File: src/rtl/multi_cycle_controller.sv
// Multi-cycle RV32I-subset control FSM: sequences fetch/decode/execute/writeback
// and drives datapath selects and write enables from the state register.
//
// state    | meaning
// ---------+------------------------------------------------------
// FETCH    | read instruction at PC, PC <= PC + 4
// DECODE   | compute branch/jump target into ALUOut, pick path
// MEMADR   | rs1 + imm address for lw/sw
// MEMREAD  | read data memory at ALUOut
// MEMWB    | write loaded data to rd
// MEMWRITE | store rs2 at ALUOut
// EXECR    | register-register ALU op
// EXECI    | register-immediate ALU op
// ALUWB    | write ALUOut to rd
// BRANCH   | compare rs1/rs2, conditionally load PC from ALUOut
// JAL      | PC <= target, ALU computes OldPC + 4 for link
// JALR1    | rs1 + imm into ALUOut
// JALR2    | PC <= ALUOut, ALU computes OldPC + 4 for link
// LUI      | write immediate to rd
module multi_cycle_controller (
  input  logic       clk,
  input  logic       rst,
  input  logic [6:0] opcode,
  input  logic [2:0] func3,
  input  logic [6:0] func7,
  input  logic       zero,
  input  logic       lt,
  output logic       PCWrite,
  output logic       IRWrite,
  output logic       MemWrite,
  output logic       RegWrite,
  output logic       AdrSrc,
  output logic [1:0] ALUSrcA,
  output logic [1:0] ALUSrcB,
  output logic [1:0] ResultSrc,
  output logic [2:0] ALUControl,
  output logic [2:0] ImmSrc,
  output logic [3:0] state
);

  typedef enum logic [3:0] {
    S_FETCH    = 4'd0,
    S_DECODE   = 4'd1,
    S_MEMADR   = 4'd2,
    S_MEMREAD  = 4'd3,
    S_MEMWB    = 4'd4,
    S_MEMWRITE = 4'd5,
    S_EXECR    = 4'd6,
    S_EXECI    = 4'd7,
    S_ALUWB    = 4'd8,
    S_BRANCH   = 4'd9,
    S_JAL      = 4'd10,
    S_JALR1    = 4'd11,
    S_JALR2    = 4'd12,
    S_LUI      = 4'd13
  } state_t;

  localparam logic [6:0] OP_LW   = 7'b0000011;
  localparam logic [6:0] OP_SW   = 7'b0100011;
  localparam logic [6:0] OP_R    = 7'b0110011;
  localparam logic [6:0] OP_I    = 7'b0010011;
  localparam logic [6:0] OP_BR   = 7'b1100011;
  localparam logic [6:0] OP_JAL  = 7'b1101111;
  localparam logic [6:0] OP_JALR = 7'b1100111;
  localparam logic [6:0] OP_LUI  = 7'b0110111;

  localparam logic [2:0] ALU_ADD = 3'b000;
  localparam logic [2:0] ALU_SUB = 3'b001;
  localparam logic [2:0] ALU_AND = 3'b010;
  localparam logic [2:0] ALU_OR  = 3'b011;
  localparam logic [2:0] ALU_XOR = 3'b100;
  localparam logic [2:0] ALU_SLT = 3'b101;

  state_t state_q, state_d;
  logic   pc_write, ir_write, mem_write, reg_write;

  // Only func7[5] distinguishes SUB from ADD; the other bits are don't-care here.
  logic unused_func7;
  assign unused_func7 = &{1'b0, func7[6], func7[4:0]};

  function automatic logic [2:0] alu_dec(input logic [2:0] f3, input logic sub_sel);
    case (f3)
      3'b000:  return sub_sel ? ALU_SUB : ALU_ADD;
      3'b111:  return ALU_AND;
      3'b110:  return ALU_OR;
      3'b100:  return ALU_XOR;
      3'b010:  return ALU_SLT;
      default: return ALU_ADD;
    endcase
  endfunction

  always_ff @(posedge clk or negedge rst) begin
    if (!rst) state_q <= S_FETCH;
    else      state_q <= state_d;
  end

  always_comb begin
    state_d    = S_FETCH;
    pc_write   = 1'b0;
    ir_write   = 1'b0;
    mem_write  = 1'b0;
    reg_write  = 1'b0;
    AdrSrc     = 1'b0;
    ALUSrcA    = 2'b00;
    ALUSrcB    = 2'b00;
    ResultSrc  = 2'b00;
    ALUControl = ALU_ADD;
    case (state_q)
      S_FETCH: begin
        ir_write  = 1'b1;
        pc_write  = 1'b1;
        ALUSrcB   = 2'b10;
        ResultSrc = 2'b10;
        state_d   = S_DECODE;
      end
      S_DECODE: begin
        ALUSrcA = 2'b01;
        ALUSrcB = 2'b01;
        case (opcode)
          OP_LW, OP_SW: state_d = S_MEMADR;
          OP_R:         state_d = S_EXECR;
          OP_I:         state_d = S_EXECI;
          OP_BR:        state_d = S_BRANCH;
          OP_JAL:       state_d = S_JAL;
          OP_JALR:      state_d = S_JALR1;
          OP_LUI:       state_d = S_LUI;
          default:      state_d = S_FETCH;
        endcase
      end
      S_MEMADR: begin
        ALUSrcA = 2'b10;
        ALUSrcB = 2'b01;
        state_d = (opcode == OP_LW) ? S_MEMREAD : S_MEMWRITE;
      end
      S_MEMREAD: begin
        AdrSrc  = 1'b1;
        state_d = S_MEMWB;
      end
      S_MEMWB: begin
        ResultSrc = 2'b01;
        reg_write = 1'b1;
      end
      S_MEMWRITE: begin
        AdrSrc    = 1'b1;
        mem_write = 1'b1;
      end
      S_EXECR: begin
        ALUSrcA    = 2'b10;
        ALUControl = alu_dec(func3, func7[5]);
        state_d    = S_ALUWB;
      end
      S_EXECI: begin
        ALUSrcA    = 2'b10;
        ALUSrcB    = 2'b01;
        ALUControl = alu_dec(func3, 1'b0);
        state_d    = S_ALUWB;
      end
      S_ALUWB: reg_write = 1'b1;
      S_BRANCH: begin
        ALUSrcA    = 2'b10;
        ALUControl = ALU_SUB;
        case (func3)
          3'b000:  pc_write = zero;
          3'b001:  pc_write = ~zero;
          3'b100:  pc_write = lt;
          3'b101:  pc_write = ~lt;
          default: pc_write = 1'b0;
        endcase
      end
      S_JAL, S_JALR2: begin
        ALUSrcA  = 2'b01;
        ALUSrcB  = 2'b10;
        pc_write = 1'b1;
        state_d  = S_ALUWB;
      end
      S_JALR1: begin
        ALUSrcA = 2'b10;
        ALUSrcB = 2'b01;
        state_d = S_JALR2;
      end
      S_LUI: begin
        ResultSrc = 2'b11;
        reg_write = 1'b1;
      end
      default: state_d = S_FETCH;
    endcase
  end

  always_comb begin
    case (opcode)
      OP_LW, OP_I, OP_JALR: ImmSrc = 3'b000;
      OP_SW:                ImmSrc = 3'b001;
      OP_BR:                ImmSrc = 3'b010;
      OP_JAL:               ImmSrc = 3'b011;
      OP_LUI:               ImmSrc = 3'b100;
      default:              ImmSrc = 3'b000;
    endcase
  end

  // FETCH is entered asynchronously on reset, so its enables must be masked.
  assign PCWrite  = pc_write  & rst;
  assign IRWrite  = ir_write  & rst;
  assign MemWrite = mem_write & rst;
  assign RegWrite = reg_write & rst;
  assign state    = state_q;

endmodule

File: config.mk
export PLATFORM = sky130hd
export DESIGN_NAME = multi_cycle_controller
export DESIGN_NICKNAME = d
export VERILOG_FILES = /design/src/rtl/multi_cycle_controller.sv
export SDC_FILE = /design/constraint.sdc
export NUM_CORES = 1
export LEC_CHECK = 0
export BUFFER_PORTS_ARGS = -buffer_cell sky130_fd_sc_hd__buf_2
export CAP_MARGIN = 20
export CORE_AREA = 3 3 44 46
export DETAILED_ROUTE_END_ITERATION = 12
export DIE_AREA = 0 0 47 49
export PLACE_DENSITY = 0.82
export SYNTH_ARGS = -nofsm -noshare
export SYNTH_HDL_FRONTEND = slang
export SYNTH_SLANG_ARGS = --single-unit
File: constraint.sdc
create_clock -name clk -period 2.2 [get_ports clk]
set_clock_uncertainty 0.15 [all_clocks]
set_input_delay 0.11 -clock clk [delete_from_list [all_inputs] [get_ports clk]]
set_output_delay 0.11 -clock clk [all_outputs]
set_load 0.05 [all_outputs]
# Yosys cells after proc, flatten, opt, wreduce, memory -nomap -nowiden
# Index checks and enable logic that the tools add are counted.
# word_totals
register_bits	4
input_bits	21
out_inout_bits	21
elab_cells	61
# classes
eq_ne	27
mux	17
n_bitwise	6
reduce_logical	10
# op_table
operator	n
$pmux W4 S7	1
$eq A4 B4 Y1 const B	6
$pmux W3 S4	2
$pmux W4 S6	1
$eq A7 B6 Y1 const B	3
$eq A7 B7 Y1 const B	3
$eq A4 B3 Y1 const B	4
$pmux W3 S5	1
$eq A3 B3 Y1 const B	4
$pmux W3 S3	1
$reduce_or A3 Y1	3
$eq A4 B2 Y1 const B	2
$pmux W2 S2	2
$reduce_or A4 Y1	2
$eq A7 B2 Y1 const B	1
$eq A7 B5 Y1 const B	1
$pmux W2 S3	1
$mux W1	5
$reduce_or A5 Y1	1
$and A1 B1 Y1	4
$eq A4 B1 Y1 const B	1
$logic_not A4 Y1	1
$pmux W1 S4	1
$reduce_or A2 Y1	2
other kinds (6)	7

# Depth between registers and ports, before layout
# Gate-level depths: netlist of run 1.
# logic_depth
ltp_word	4
depth_mapped	5
ltp_nobuf	3

# Least setup slack after synthesis of run 1
# No wires, ideal clock.
# synth_timing
path_kind	flip-flop to output port
start	register state_q[1] (netlist: state[1])
end	output port ALUControl[2]
t_arrival_ns	2.620
required_time_ns	1.940
slack_ns	-0.680
stages_incl_launch_ff	5
path_buffers	2
path_cell_list	dfrtp_1 > buf_4 > clkbuf_8 > nand2_1 > nor4_1
# synth_between
elab_chain_cells	2
word_cells_on_any_way	4
cone_classes	eq/ne (3); mux (1)
# synth_rtl
element	line_no	source
from (decl)	74	state_t state_q, state_d;
from (signal assigned)	94	else state_q <= state_d;
$eq A4 B4 Y1 / $eq A4 B3 Y1 (equally long branches)	108	case (state_q)
$pmux W3 S3 (*)	108	
to (decl)	36	output logic [2:0] ALUControl,
# Every way passes the cells marked *; elsewhere a longest branch is shown, timed or not.

# Worst setup path in the final report of run 1
# layout_timing
start	register state_q[3] (netlist: state[3])
end	output port PCWrite
# layout_between
elab_chain_cells	4
word_cells_on_any_way	7
cone_classes	eq/ne (3); mux (1); bitwise (1); reduce/logical (2)
# layout_rtl
element	line_no	source
$eq A4 B4 Y1 / $logic_not A4 Y1 (equally long branches)	108	
$reduce_or A3 Y1 (no line)	--	
$pmux W1 S2 (*)	108	
$and A1 B1 Y1 (*)	201	assign PCWrite = pc_write & rst;
to (decl)	28	output logic PCWrite,
# Marked as above.

==> PnR_summary.wiki, run 1 <==
{| class="wikitable"
! Metric !! Value
|-
| Post-layout minimum cycle time || 2.01 ns
|-
| Starting density of the core || 48.5%
|-
| Synth async-reset ratio || 100%
|-
| Number of max-cap violations || 0
|-
| Number of clock sinks || 4
|-
| Source of the critical timing path || state[3]$_DFF_PN0_
|-
| Worst-Margin Slew || 0.497 ns
|-
| Area of the placeable core || 1540 sq um
|-
| Start of the worst register-to-register path || state[2]$_DFF_PN0_
|-
| Crit-path max FO || 12
|-
| Floorplan die width || 47 um
|-
| Reported leakage power || 0.487 nW
|-
| Most frequent cells after synthesis || sky130_fd_sc_hd__a21oi_1, sky130_fd_sc_hd__nor2_1, sky130_fd_sc_hd__nand2_1, sky130_fd_sc_hd__nor4_1
|-
| FP Rows || 14
|-
| Gr usage total || 17.9%
|-
| Worst hold path cell count || 3
|-
| PwrDens || just over 1000 nW/um^2
|-
| Met1 demand-to-capacity share in global routing || 22.8%
|-
| Number of distinct library cells after synthesis || 43
|-
| Portion of the clock cycle consumed by the worst path in the final layout || about nine tenths
|-
| Kind of capture point of the worst setup path || primary output
|-
| Post-detailed-route via-to-cell ratio || about 5.7
|-
| Dominant synthesized flop cell || sky130_fd_sc_hd__dfrtp_1
|-
| Largest register FFs || 4
|-
| Met3 global-route usage || under 10%
|-
| Average footprint of a synthesized cell || 8.31 sq um
|-
| Layout Cells excl Fill || 141
|-
| Synth top area share || 13.4%
|-
| Area Growth Syn to Fin || 31.3%
|-
| Routability-driven placement congestion ratio || 0.809
|-
| R2R Setup Slk || 0.61 ns
|-
| Vert. Die Dim || 49 um
|-
| Arrival time reported for the critical path endpoint || ~1.8 ns
|-
| Num ports || 42
|-
| Final setup fails || 0
|-
| Worst slack at placement || 0.394 ns
|-
| Post-layout instance area || 982 sq um
|-
| Setup repair bufs after CTS || 0
|-
| Maximum vdd drop || around 0.0006 V
|-
| Biggest cell delay along the critical path || 0.62 ns
|-
| Worst hold margin || 0.0225 ns
|-
| CTS clk-pin slew, worst paths || 0.04 ns
|-
| Outcome || finished, final reports clean
|-
| Wire length of the first global-routing pass || 3.19 mm
|-
| Number of buffer cells added on primary ports || 35
|-
| R2R depth || 4
|-
| Aggregate negative setup slack || 0 ns
|-
| Critical Path, Cell by Cell || nor2b_1 > a21o_1 > o2bb2ai_2 > buf_2
|-
| Largest buffer count on any clock path || 2
|-
| Root buffer cell || sky130_fd_sc_hd__clkbuf_4
|-
| Number of global-route vias before repair || 772
|-
| Layout cells sized above 1 || 48.8%
|-
| Top cells by area in the synthesized netlist || sky130_fd_sc_hd__dfrtp_1, sky130_fd_sc_hd__xnor2_1, sky130_fd_sc_hd__nor4_1, sky130_fd_sc_hd__a21oi_1, sky130_fd_sc_hd__mux2i_1
|-
| Synthesis warning total || 0
|-
| Final HPWL DP || between 1 and 1.5 mm
|-
| Global-route congestion overflow total || 0
|-
| Net count after synthesis || 111
|-
| Max Slew Vio Count || 0
|-
| Fill cell instance count of the final layout || 144
|-
| Antenna violations before repair || 0
|-
| DRT Wirelength || 1.92 mm
|-
| Cell count after placement || about 140
|-
| Portion of the post-synthesis area used by sequential elements || 13.4%
|-
| #FFs+latches synth || 4
|-
| Post-synthesis instance area || 748 sq um
|-
| CTS H-tree depth || 1
|-
| Worst Setup Slack, final || 0.193 ns
|-
| Final net count || 148
|-
| DRC violations left || 0
|-
| Unrepaired setup endpoints after global routing || false
|-
| Number of instances in the synthesized netlist || 90
|-
| Number of antenna diodes || 0
|-
| Number of buffers inserted during clock tree synthesis || 3
|-
| Total vias in the final route || about 800
|-
| Worst path slowest cell || sky130_fd_sc_hd__dfrtp_1
|-
| CTS tree || yes
|-
| Count of nets left with antenna violations after detail routing || 0
|-
| Path type of the worst min-delay path || in -> reg
|-
| Type of the worst setup path || reg -> out
|-
| Remaining max-slew budget at the tightest pin || 66.6%
|-
| Number of enable-type register cells in the synthesized netlist || 0
|-
| Data required time at the worst endpoint || 1.94 ns
|-
| Highest attainable clock frequency || 0.498 GHz
|-
| Final Hold Vio Count || 0
|-
| First DRT Iteration DRCs || 13
|-
| Layer with the highest usage after global routing || met2
|-
| Worst-skew pair later-pin latency || 0.23 ns
|-
| Type of origin of the critical path || register
|-
| Yosys top cell by area || sky130_fd_sc_hd__dfrtp_1
|-
| Die outline area || between 2000 and 2500 sq um
|-
| Start point of the worst min-delay path || opcode[1]
|-
| Area after detailed placement || 935 sq um
|-
| DR pass1 iterations || 4
|-
| Pin count of the biggest net entering global routing || 16
|-
| Wire length per cell || between 10 and 15 um
|-
| Met2 global-route usage || 28.7%
|}
## area by class of cell
cell class | instances | area, sq um | area share [%]
Sequential cell | 4 | 100 | 10.2
Tap cell | 16 | 20.0 | 2.04
Timing Repair Buffer | 40 | 218 | 22.2
Inverter | 4 | 15.0 | 1.53
Clock buffer | 3 | 22.5 | 2.29
Multi-Input combinational cell | 74 | 607 | 61.8
## layer usage
metal / routed length (um) / part of all wire (%)
met1: 845 / 44
met2: 953 / 50
met3: 98 / 5.1
met4: 22 / 1.1
met5: 0 / 0
## where the power goes
part	internal, mW	switching (mW)
logic	0.235	0.532
clock network	0.0608	0.0271
registers	0.0898	0.0689
## cells in the final DEF, fill, tap and decap left out, types with 4 or more instances in the layout
master	synthesis	layout
sky130_fd_sc_hd__buf_2	1	35
sky130_fd_sc_hd__nor2_1	6	6
sky130_fd_sc_hd__a21oi_1	6	6
sky130_fd_sc_hd__nand2_1	5	5
sky130_fd_sc_hd__inv_1	4	4
sky130_fd_sc_hd__xnor2_1	4	4
sky130_fd_sc_hd__dfrtp_1	4	4
## worst paths after layout
kind / to
min in group asynchronous: state[2]$_DFF_PN0_
worst max-delay path: PCWrite
worst min register to register: state[3]$_DFF_PN0_
worst min-delay path: state[1]$_DFF_PN0_
max in group asynchronous: state[3]$_DFF_PN0_
worst max register to register: state[0]$_DFF_PN0_
## cells by family (layout without fill, tap and decap cells)
logic type / count (synthesis) / in the layout / share of synthesized area, %
compound gates: 19 / 19 / 18.9
mux: 4 / 4 / 5.52
xor+xnor: 6 / 6 / 7.02
flops: 4 / 4 / 13.4
buf+inv: 12 / 47 / 13.4
simple gates: 45 / 45 / 41.8
## metrics by stage
stage	total power, mW	utilization [%]
5_1_grt	1.08	63.7
4_1_cts	1.01	63.4
3_5_place_dp	0.918	60.6
2_1_floorplan	0.787	-
6_report	1.01	63.7
3_3_place_gp	0.902	60.6
## worst max-delay path, delay by kind of cell (launching register included)
family	cells	cell delay (ns)
buffers and inverters	1	0.27
AOI/OAI and AO/OA	2	0.30
and+or+nand+nor	1	0.33
DFF	1	0.62
## timing repair
item,in CTS,in global routing
resized for setup,0,1
hold endpoints to repair,5,0
hold buffers,2,0
endpoints found under the setup margin,0,1
(Power assumes the default switching activity.)
==> run 2: changes to the inputs <==
==> config.mk (replaced) <==
export PLATFORM = sky130hd
export DESIGN_NAME = multi_cycle_controller
export DESIGN_NICKNAME = d
export VERILOG_FILES = /design/src/rtl/multi_cycle_controller.sv
export SDC_FILE = /design/constraint.sdc
export NUM_CORES = 1
export LEC_CHECK = 0
export CAP_MARGIN = 20
export CORE_AREA = 3 3 40 42
export DETAILED_ROUTE_END_ITERATION = 12
export DIE_AREA = 0 0 43 45
export DONT_BUFFER_PORTS = 1
export PLACE_DENSITY_LB_ADDON = 0.05
export SYNTH_ARGS = -nofsm -noshare
export SYNTH_HDL_FRONTEND = slang
export SYNTH_SLANG_ARGS = --single-unit
==> run 2 against run 1 <==
  * Clock power grew 2%
  * Sequential share of layout area shrank 0.61 points
  * Fmax shrank 3.4%
  * First-iteration DRC count grew 54%
  * Via count shrank 3.6%
  * Worst hold slack lost 0.012 ns
  * Largest cell class unchanged
==> PnR_summary.wiki, run 2 (same netlist as run 1, synthesis figures left out) <==
{| class="wikitable"
! Metric !! Value
|-
| Outcome || finished, final reports clean
|-
| Kind of capture point of the worst setup path || primary output
|-
| Worst-Margin Slew || 0.573 ns
|-
| Util after Layout || 82.3%
|-
| Switching share of power || ~56%
|-
| Most common cell after layout, fill and taps aside || sky130_fd_sc_hd__buf_4
|-
| Final HPWL DP || 1.33 mm
|-
| Count of nets left with antenna violations after detail routing || 0
|-
| DRC violations left || 0
|-
| CTS H-tree depth || 1
|-
| Area of the placeable core || 1280 sq um
|-
| Top Family by Delay on Critical Path || flip-flops
|-
| Arrival time reported for the critical path endpoint || ~1.8 ns
|-
| Vert. Die Dim || 45 um
|-
| Proportion of power drawn by the clock network || 8.0%
|-
| Fraction of power consumed by sequential logic || between 10% and 20%
|-
| First DRT Iteration DRCs || 20
|-
| Number of global-route vias before repair || between 700 and 800
|-
| PwrDens || 1060 nW/um^2
|-
| Number of buffer cells added on primary ports || 0
|-
| Unrepaired setup endpoints after global routing || false
|-
| Largest buffer count on any clock path || 2
|-
| DRT Wirelength || 1.94 mm
|-
| Data required time at the worst endpoint || 1.94 ns
|-
| Wire length of the first global-routing pass || between 3 and 4 mm
|-
| Worst path slowest cell || sky130_fd_sc_hd__dfrtp_1
|-
| Pwr Total || 1.12 mW
|-
| Layout Cells excl Fill || roughly 130
|-
| Routability-driven placement congestion ratio || 0.797
|-
| Starting density of the core || 58.2%
|-
| Antenna violations before repair || 0
|-
| Portion of the clock cycle consumed by the worst path in the final layout || 94.4%
|-
| Root buffer cell || sky130_fd_sc_hd__clkbuf_4
|-
| Pin count of the biggest net entering global routing || 18
|-
| Num ports || 42
|-
| Critical path buffers and inverters || 1
|-
| FP Rows || 13
|-
| CTS clk-pin slew, worst paths || ~0.04 ns
|-
| Type of the worst setup path || reg -> out
|-
| Gr usage total || roughly a fifth
|-
| Highest attainable clock frequency || 0.481 GHz
|-
| Max Slew Vio Count || 0
|-
| Final setup fails || 0
|-
| Type of origin of the critical path || register
|-
| Largest register FFs || 4
|-
| Floorplan die width || 43 um
|-
| Critical Path, Cell by Cell || nand2_1 > o41ai_4 > buf_12
|-
| Biggest cell delay along the critical path || 0.70 ns
|-
| CTS tree || yes
|-
| Final Hold Vio Count || 0
|-
| Post-detailed-route via-to-cell ratio || 6.07
|-
| Final net count || 136
|-
| Cell Int Power || 493 uW
|-
| Remaining max-slew budget at the tightest pin || between 60% and 70%
|-
| Crit-path max FO || 15
|-
| Number of antenna diodes || 0
|-
| Wire length per cell || 15.1 um
|-
| Die outline area || between 1500 and 2000 sq um
|-
| Path type of the worst min-delay path || in -> reg
|-
| Combinational cell fraction of total power || 77.7%
|-
| Net switching power of the design || 631 uW
|-
| Number of buffers inserted during clock tree synthesis || 3
|-
| Aggregate negative setup slack || 0 ns
|-
| Maximum vdd drop || 0.000447 V
|-
| Worst hold margin || 0.0101 ns
|-
| Total vias in the final route || 777
|-
| Number of clock sinks || 4
|-
| Top library cells by usage in the layout, fill and taps aside || sky130_fd_sc_hd__buf_4, sky130_fd_sc_hd__dlygate4sd3_1, sky130_fd_sc_hd__nor2_1, sky130_fd_sc_hd__a21oi_1
|-
| DR pass1 iterations || 4
|-
| Area Growth Syn to Fin || 41.3%
|-
| Number of max-cap violations || 0
|-
| Setup repair bufs after CTS || 0
|-
| Worst-skew pair later-pin latency || approximately 0.23 ns
|-
| Cell count after placement || about 120
|-
| Reported leakage power || 0.451 nW
|-
| Layout cells sized above 1 || 38.9%
|-
| Post-layout minimum cycle time || between 2 and 2.5 ns
|-
| Global-route congestion overflow total || 0
|}
==> run 2: changes by cell type in the layout (fill, tap and decap cells not counted), moves of 5 or more <==
| cell | delta |
|---|---|
| sky130_fd_sc_hd__buf_2 | -35 |
| sky130_fd_sc_hd__dlygate4sd3_1 | +6 |
| sky130_fd_sc_hd__buf_12 | +5 |
| sky130_fd_sc_hd__buf_4 | +12 |
==> run 2: per-stage QoR <==
| stage | instance area (sq um) | worst slack (ns) |
|---|---|---|
| after CTS | 1060 | 0.0528 |
| after global placement | 953 | 0.352 |
| final | 1060 | 0.123 |
| after detailed placement | 953 | 0.305 |
| after global routing | 1060 | 0.0251 |
| after floorplan | 802 | -0.159 |
==> run 2: power by group through the flow <==
stage | logic, mW | clock network [mW] | registers, mW
global route | 0.918 | 0.102 | 0.170
global placement | 0.843 | 0 | 0.161
detailed placement | 0.851 | 0 | 0.161
finish | 0.873 | 0.0894 | 0.161
floorplan | 0.622 | 0 | 0.165
CTS | 0.869 | 0.0933 | 0.161
==> run 2: cell type report <==
| cell class | instances | area (sq um) |
|---|---|---|
| Fill cell | 87 | 228 |
| Sequential cell | 4 | 101 |
| Timing Repair Buffer | 28 | 293 |
| Multi-Input combinational cell | 74 | 607 |
| Clock buffer | 3 | 22.5 |
| Inverter | 4 | 15.0 |
| Tap cell | 15 | 18.8 |
==> run 2: worst paths after layout <==
path                                     from            endpoint  slack, ns  depth (start not counted)
max                        state[1]$_DFF_PN0_       ALUControl[0]       0.12                          3
min                                 opcode[5]  state[2]$_DFF_PN0_       0.01                          3
max reg2reg                state[0]$_DFF_PN0_  state[1]$_DFF_PN0_       0.16                          4
min reg2reg                state[3]$_DFF_PN0_  state[3]$_DFF_PN0_       0.67                          1
max in group asynchronous                 rst  state[2]$_DFF_PN0_       1.18                          2
min in group asynchronous                 rst  state[3]$_DFF_PN0_       0.54                          2
==> run 2: routing by layer <==
| metal | global-route usage, % | vias up | wire length, um |
|---|---|---|---|
| met5 | 0 | - | 0 |
| li1 | - | 378 | - |
| met2 | 32.3 | 34 | 930 |
| met1 | 27.3 | 359 | 828 |
| met3 | 3.98 | 6 | 125 |
| met4 | 15.1 | 0 | 51 |
==> run 2: repair_timing <==
| action | in CTS | in global routing |
|---|---|---|
| hold endpoints to repair | 6 | 0 |
| hold buffers | 8 | 0 |
| setup endpoints to repair | 0 | 1 |
| resized for setup | 0 | 1 |
==> run 2: tightest hold or removal path, cell delays in order <==
cell	delay [ns]
sky130_fd_sc_hd__or2b_2	0.08
sky130_fd_sc_hd__a41oi_1	0.10
sky130_fd_sc_hd__nand2b_1	0.06
==> run 3: changes to the inputs <==
--- a/config.mk
+++ b/config.mk
@@ -6,9 +6,9 @@
 export NUM_CORES = 1
 export LEC_CHECK = 0
 export CAP_MARGIN = 20
-export CORE_AREA = 3 3 40 42
+export CORE_AREA = 3 3 41 43
 export DETAILED_ROUTE_END_ITERATION = 12
-export DIE_AREA = 0 0 43 45
+export DIE_AREA = 0 0 44 46
 export DONT_BUFFER_PORTS = 1
 export PLACE_DENSITY_LB_ADDON = 0.05
 export SYNTH_ARGS = -nofsm -noshare
==> constraint.sdc (replaced) <==
create_clock -name clk -period 1.8 [get_ports clk]
set_clock_uncertainty 0.15 [all_clocks]
set_input_delay 0.09 -clock clk [delete_from_list [all_inputs] [get_ports clk]]
set_output_delay 0.09 -clock clk [all_outputs]
set_load 0.05 [all_outputs]
==> run 3 against run 2 <==
  * The run now fails in clock tree synthesis (4_1_cts)
  * Synthesized cell count unchanged
  * Synthesized area stayed put
==> PnR_summary.wiki, run 3 <==
{| class="wikitable"
! Metric !! Value
|-
| Starting density of the core || 56.1%
|-
| Post-synthesis instance area || 748 sq um
|-
| Number of distinct library cells after synthesis || 43
|-
| #FFs+latches synth || 4
|-
| Dominant synthesized flop cell || sky130_fd_sc_hd__dfrtp_1
|-
| Number of enable-type register cells in the synthesized netlist || 0
|-
| Number of clock sinks || 4
|-
| Routability-driven placement congestion ratio || 0.729
|-
| Synthesis warning total || 0
|-
| Error message || [ERROR DPL-0038] Utilization greater than 100%, impossible to legalize
|-
| Fraction of synthesized area in multiplexers || 5.52%
|-
| Synth top area share || 13.4%
|-
| Most frequent cells after synthesis || sky130_fd_sc_hd__a21oi_1, sky130_fd_sc_hd__nor2_1, sky130_fd_sc_hd__nand2_1, sky130_fd_sc_hd__nor4_1
|-
| Post-synthesis xor/xnor area fraction || 7.02%
|-
| Number of buffers inserted during clock tree synthesis || 3
|-
| Number of instances resized during post-cts repair || 2
|-
| Synth async-reset ratio || 100%
|-
| Number of instances in the synthesized netlist || 90
|-
| Number of buffers inserted by hold repair at cts || 10
|-
| Number of buffer cells added on primary ports || 0
|-
| Root buffer cell || sky130_fd_sc_hd__clkbuf_4
|-
| Largest buffer count on any clock path || 2
|-
| Floorplan die width || 44 um
|-
| Stop stage || clock tree synthesis (4_1_cts)
|-
| Num ports || between 40 and 50
|-
| Vert. Die Dim || 46 um
|-
| Top cells by area in the synthesized netlist || sky130_fd_sc_hd__dfrtp_1, sky130_fd_sc_hd__xnor2_1, sky130_fd_sc_hd__nor4_1, sky130_fd_sc_hd__a21oi_1, sky130_fd_sc_hd__mux2i_1
|-
| Average footprint of a synthesized cell || 8.31 sq um
|-
| Yosys top cell by area || sky130_fd_sc_hd__dfrtp_1
|-
| Portion of the post-synthesis area used by sequential elements || approximately 13%
|-
| Outcome || did not finish
|-
| Adder and majority gate portion of the synthesized area || 0%
|-
| Area fraction in compound gates after synthesis || 18.9%
|-
| CTS H-tree depth || 1
|-
| Dominant combinational cell family by area after synthesis || simple AND/OR/NAND/NOR gates
|-
| FP Rows || 13
|-
| Setup repair bufs after CTS || 15
|-
| Simple-Gate Fraction of Synth Area || about two fifths
|-
| Final HPWL DP || around 1.4 mm
|-
| Net count after synthesis || between 100 and 150
|}
run 3: cells by family after synthesis:
kind of cell	Yosys count
AO/OA/AOI/OAI	19
XOR/XNOR	6
buffers and inverters	12
flip-flops	4
multiplexers	4
AND/OR/NAND/NOR	45
run 3: stage by stage:
stage / cells / area, sq um / setup slack [ns] / util (%)
after global placement: 116 / 1100 / 0.200 / 82.3
after floorplan: 90 / 911 / -0.0731 / -
after detailed placement: 116 / 1100 / 0.157 / 82.3
==> run 4: changes to the inputs <==
--- a/config.mk
+++ b/config.mk
@@ -6,11 +6,11 @@
 export NUM_CORES = 1
 export LEC_CHECK = 0
 export CAP_MARGIN = 20
-export CORE_AREA = 3 3 41 43
+export CORE_AREA = 3 3 64 66
 export DETAILED_ROUTE_END_ITERATION = 12
-export DIE_AREA = 0 0 44 46
+export DIE_AREA = 0 0 67 69
 export DONT_BUFFER_PORTS = 1
-export PLACE_DENSITY_LB_ADDON = 0.05
+export PLACE_DENSITY_LB_ADDON = 0.15
 export SYNTH_ARGS = -nofsm -noshare
 export SYNTH_HDL_FRONTEND = slang
 export SYNTH_SLANG_ARGS = --single-unit
==> constraint.sdc (replaced) <==
create_clock -name clk -period 2.35 [get_ports clk]
set_clock_uncertainty 0.15 [all_clocks]
set_input_delay 0.1175 -clock clk [delete_from_list [all_inputs] [get_ports clk]]
set_output_delay 0.1175 -clock clk [all_outputs]
set_load 0.05 [all_outputs]
==> run 4 against run 3 <==
  * The flow now finishes without violations
==> PnR_summary.wiki, run 4 (same netlist as run 1, synthesis figures left out) <==
{| class="wikitable"
! Metric !! Value
|-
| Kind of capture point of the worst setup path || register
|-
| Maximum vdd drop || ~0.00034 V
|-
| CTS H-tree depth || 1
|-
| Outcome || finished, final reports clean
|-
| Largest register FFs || 4
|-
| Die outline area || 4620 sq um
|-
| R2R depth || 5
|-
| Post-layout minimum cycle time || roughly 2.2 ns
|-
| Reported leakage power || 0.418 nW
|-
| Num ports || 42
|-
| Area used by multi-input combinational logic || roughly 580 sq um
|-
| Fill cell instance count of the final layout || 409
|-
| Vert. Die Dim || about 69 um
|-
| PwrDens || between 1000 and 1500 nW/um^2
|-
| Worst-Margin Slew || 0.647 ns
|-
| Proportion of power drawn by the clock network || 13.8%
|-
| DRT Wirelength || 2.11 mm
|-
| Aggregate negative setup slack || 0 ns
|-
| Number of global-route vias before repair || 722
|-
| Number of max-cap violations || 0
|-
| Setup repair bufs after CTS || 0
|-
| First DRT Iteration DRCs || 42
|-
| Data required time at the worst endpoint || around 2.3 ns
|-
| Area of the placeable core || about 3600 sq um
|-
| DR pass1 iterations || 4
|-
| CTS clk-pin slew, worst paths || 0.03 ns
|-
| Start point of the worst min-delay path || opcode[2]
|-
| Switching share of power || 55.9%
|-
| Crit-path max FO || 11
|-
| Remaining max-slew budget at the tightest pin || 56.9%
|-
| Area Growth Syn to Fin || 33.1%
|-
| Wire length per cell || 13.4 um
|-
| Routability-driven placement congestion ratio || 0.719
|-
| Largest buffer count on any clock path || 2
|-
| Worst hold margin || 0.00799 ns
|-
| Util after Layout || 27.4%
|-
| Type of origin of the critical path || register
|-
| Fraction of power consumed by sequential logic || 13.4%
|-
| Pin count of the biggest net entering global routing || 17
|-
| Wire length of the first global-routing pass || 3.57 mm
|-
| Endpoint of the worst hold-timing path || state[0]$_DFF_PN0_
|-
| Highest attainable clock frequency || 0.454 GHz
|-
| Number of antenna diodes || 0
|-
| Endpoint of the worst register-to-register path || state[1]$_DFF_PN0_
|-
| Arrival time reported for the critical path endpoint || 2.19 ns
|-
| Most common cell after layout, fill and taps aside || sky130_fd_sc_hd__buf_4
|-
| Start of the worst register-to-register path || state[3]$_DFF_PN0_
|-
| FP Rows || 22
|-
| Worst hold path cell count || 3
|-
| Combined flip-flop and latch cell area || 100 sq um
|-
| Final setup fails || 0
|-
| Path type of the worst min-delay path || in -> reg
|-
| Number of clock sinks || 4
|-
| Count of nets left with antenna violations after detail routing || 0
|-
| Net switching power of the design || 569 uW
|-
| Area after detailed placement || 915 sq um
|-
| Type of the worst setup path || reg -> reg
|-
| Gr usage total || 9.51%
|-
| Unrepaired setup endpoints after global routing || false
|-
| Global-route congestion overflow total || 0
|-
| Antenna violations before repair || 0
|-
| Portion of the clock cycle consumed by the worst path in the final layout || 93.8%
|-
| Total vias in the final route || about 760
|-
| Number of instances resized during post-cts repair || 0
|-
| Worst-skew pair later-pin latency || 0.21 ns
|-
| Layout cells sized above 1 || a little under two fifths
|-
| Combinational cell fraction of total power || 72.7%
|-
| Final net count || around 130
|-
| Floorplan die width || 67 um
|-
| Number of buffers inserted during clock tree synthesis || 3
|-
| DRC violations left || 0
|-
| Root buffer cell || sky130_fd_sc_hd__clkbuf_8
|-
| Cell Int Power || 450 uW
|-
| Post-layout instance area || 996 sq um
|-
| R2R Setup Slk || 0.15 ns
|-
| Post-detailed-route via-to-cell ratio || between 4 and 5
|-
| Max Slew Vio Count || 0
|-
| Top library cells by usage in the layout, fill and taps aside || sky130_fd_sc_hd__buf_4, sky130_fd_sc_hd__nor2_1, sky130_fd_sc_hd__a21oi_1, sky130_fd_sc_hd__nand2_1
|-
| Final Hold Vio Count || 0
|-
| Starting density of the core || 20.6%
|-
| Final HPWL DP || 1.63 mm
|-
| CTS tree || yes
|-
| Number of buffer cells added on primary ports || 0
|}
run 4: power by group through the flow:
| stage | clock network [mW] | logic (mW) | registers (mW) |
|---|---|---|---|
| after CTS | 0.148 | 0.750 | 0.139 |
| after global routing | 0.154 | 0.788 | 0.146 |
| final | 0.141 | 0.741 | 0.137 |
| after floorplan | 0 | 0.554 | 0.154 |
| after global placement | 0 | 0.737 | 0.140 |
| after detailed placement | 0 | 0.738 | 0.139 |
run 4: layer usage:
layer / vias up / part of all wire (%) / wire length (um) / global-route usage, %
li1: 373 / - / - / -
met1: 353 / 42 / 882 / 13.1
met2: 31 / 48 / 1000 / 14.3
met3: 0 / 10 / 220 / 3.58
met4: 0 / 0 / 0 / 1.35
met5: - / 0 / 0 / 0
run 4: how the worst max path moves through the flow:
stage / startpoint / to / slack [ns] / cells after the start
after floorplan: state[1]$_DFF_PN0_ / MemWrite / -0.47 / 5
after global placement: state[1]$_DFF_PN0_ / ALUControl[0] / 0.52 / 3
after detailed placement: state[1]$_DFF_PN0_ / ALUControl[0] / 0.47 / 3
after CTS: state[3]$_DFF_PN0_ / state[1]$_DFF_PN0_ / 0.14 / 5
after global routing: state[3]$_DFF_PN0_ / state[1]$_DFF_PN0_ / 0.03 / 5
final: state[3]$_DFF_PN0_ / state[1]$_DFF_PN0_ / 0.15 / 5
run 4: cell type report:
type | count | share of cell area, %
Multi-Input combinational cell | 74 | 57.9
Clock buffer | 3 | 4.15
Tap cell | 48 | 6.03
Sequential cell | 4 | 10.1
Timing Repair Buffer | 24 | 20.4
Inverter | 4 | 1.51
run 4: worst max-delay path, stage by stage, from the launching register on:
cell,delay [ns]
sky130_fd_sc_hd__dfrtp_1,0.51
sky130_fd_sc_hd__buf_4,0.26
sky130_fd_sc_hd__nor4b_4,0.39
sky130_fd_sc_hd__nand3_1,0.11
sky130_fd_sc_hd__dlygate4sd3_1,0.57
sky130_fd_sc_hd__o21ai_1,0.14
run 4: repair_timing:
| item | 4_1_cts | 5_1_grt |
|---|---|---|
| hold buffers | 4 | 0 |
| endpoints found under the hold margin | 6 | 0 |
| setup endpoints to repair | 0 | 0 |
run 4: metrics by stage:
step	std cells	power, mW	worst slack [ns]
after floorplan	90	0.708	-0.468
after global placement	150	0.878	0.518
after detailed placement	150	0.877	0.466
after CTS	157	1.04	0.136
after global routing	157	1.09	0.0302
final	157	1.02	0.146
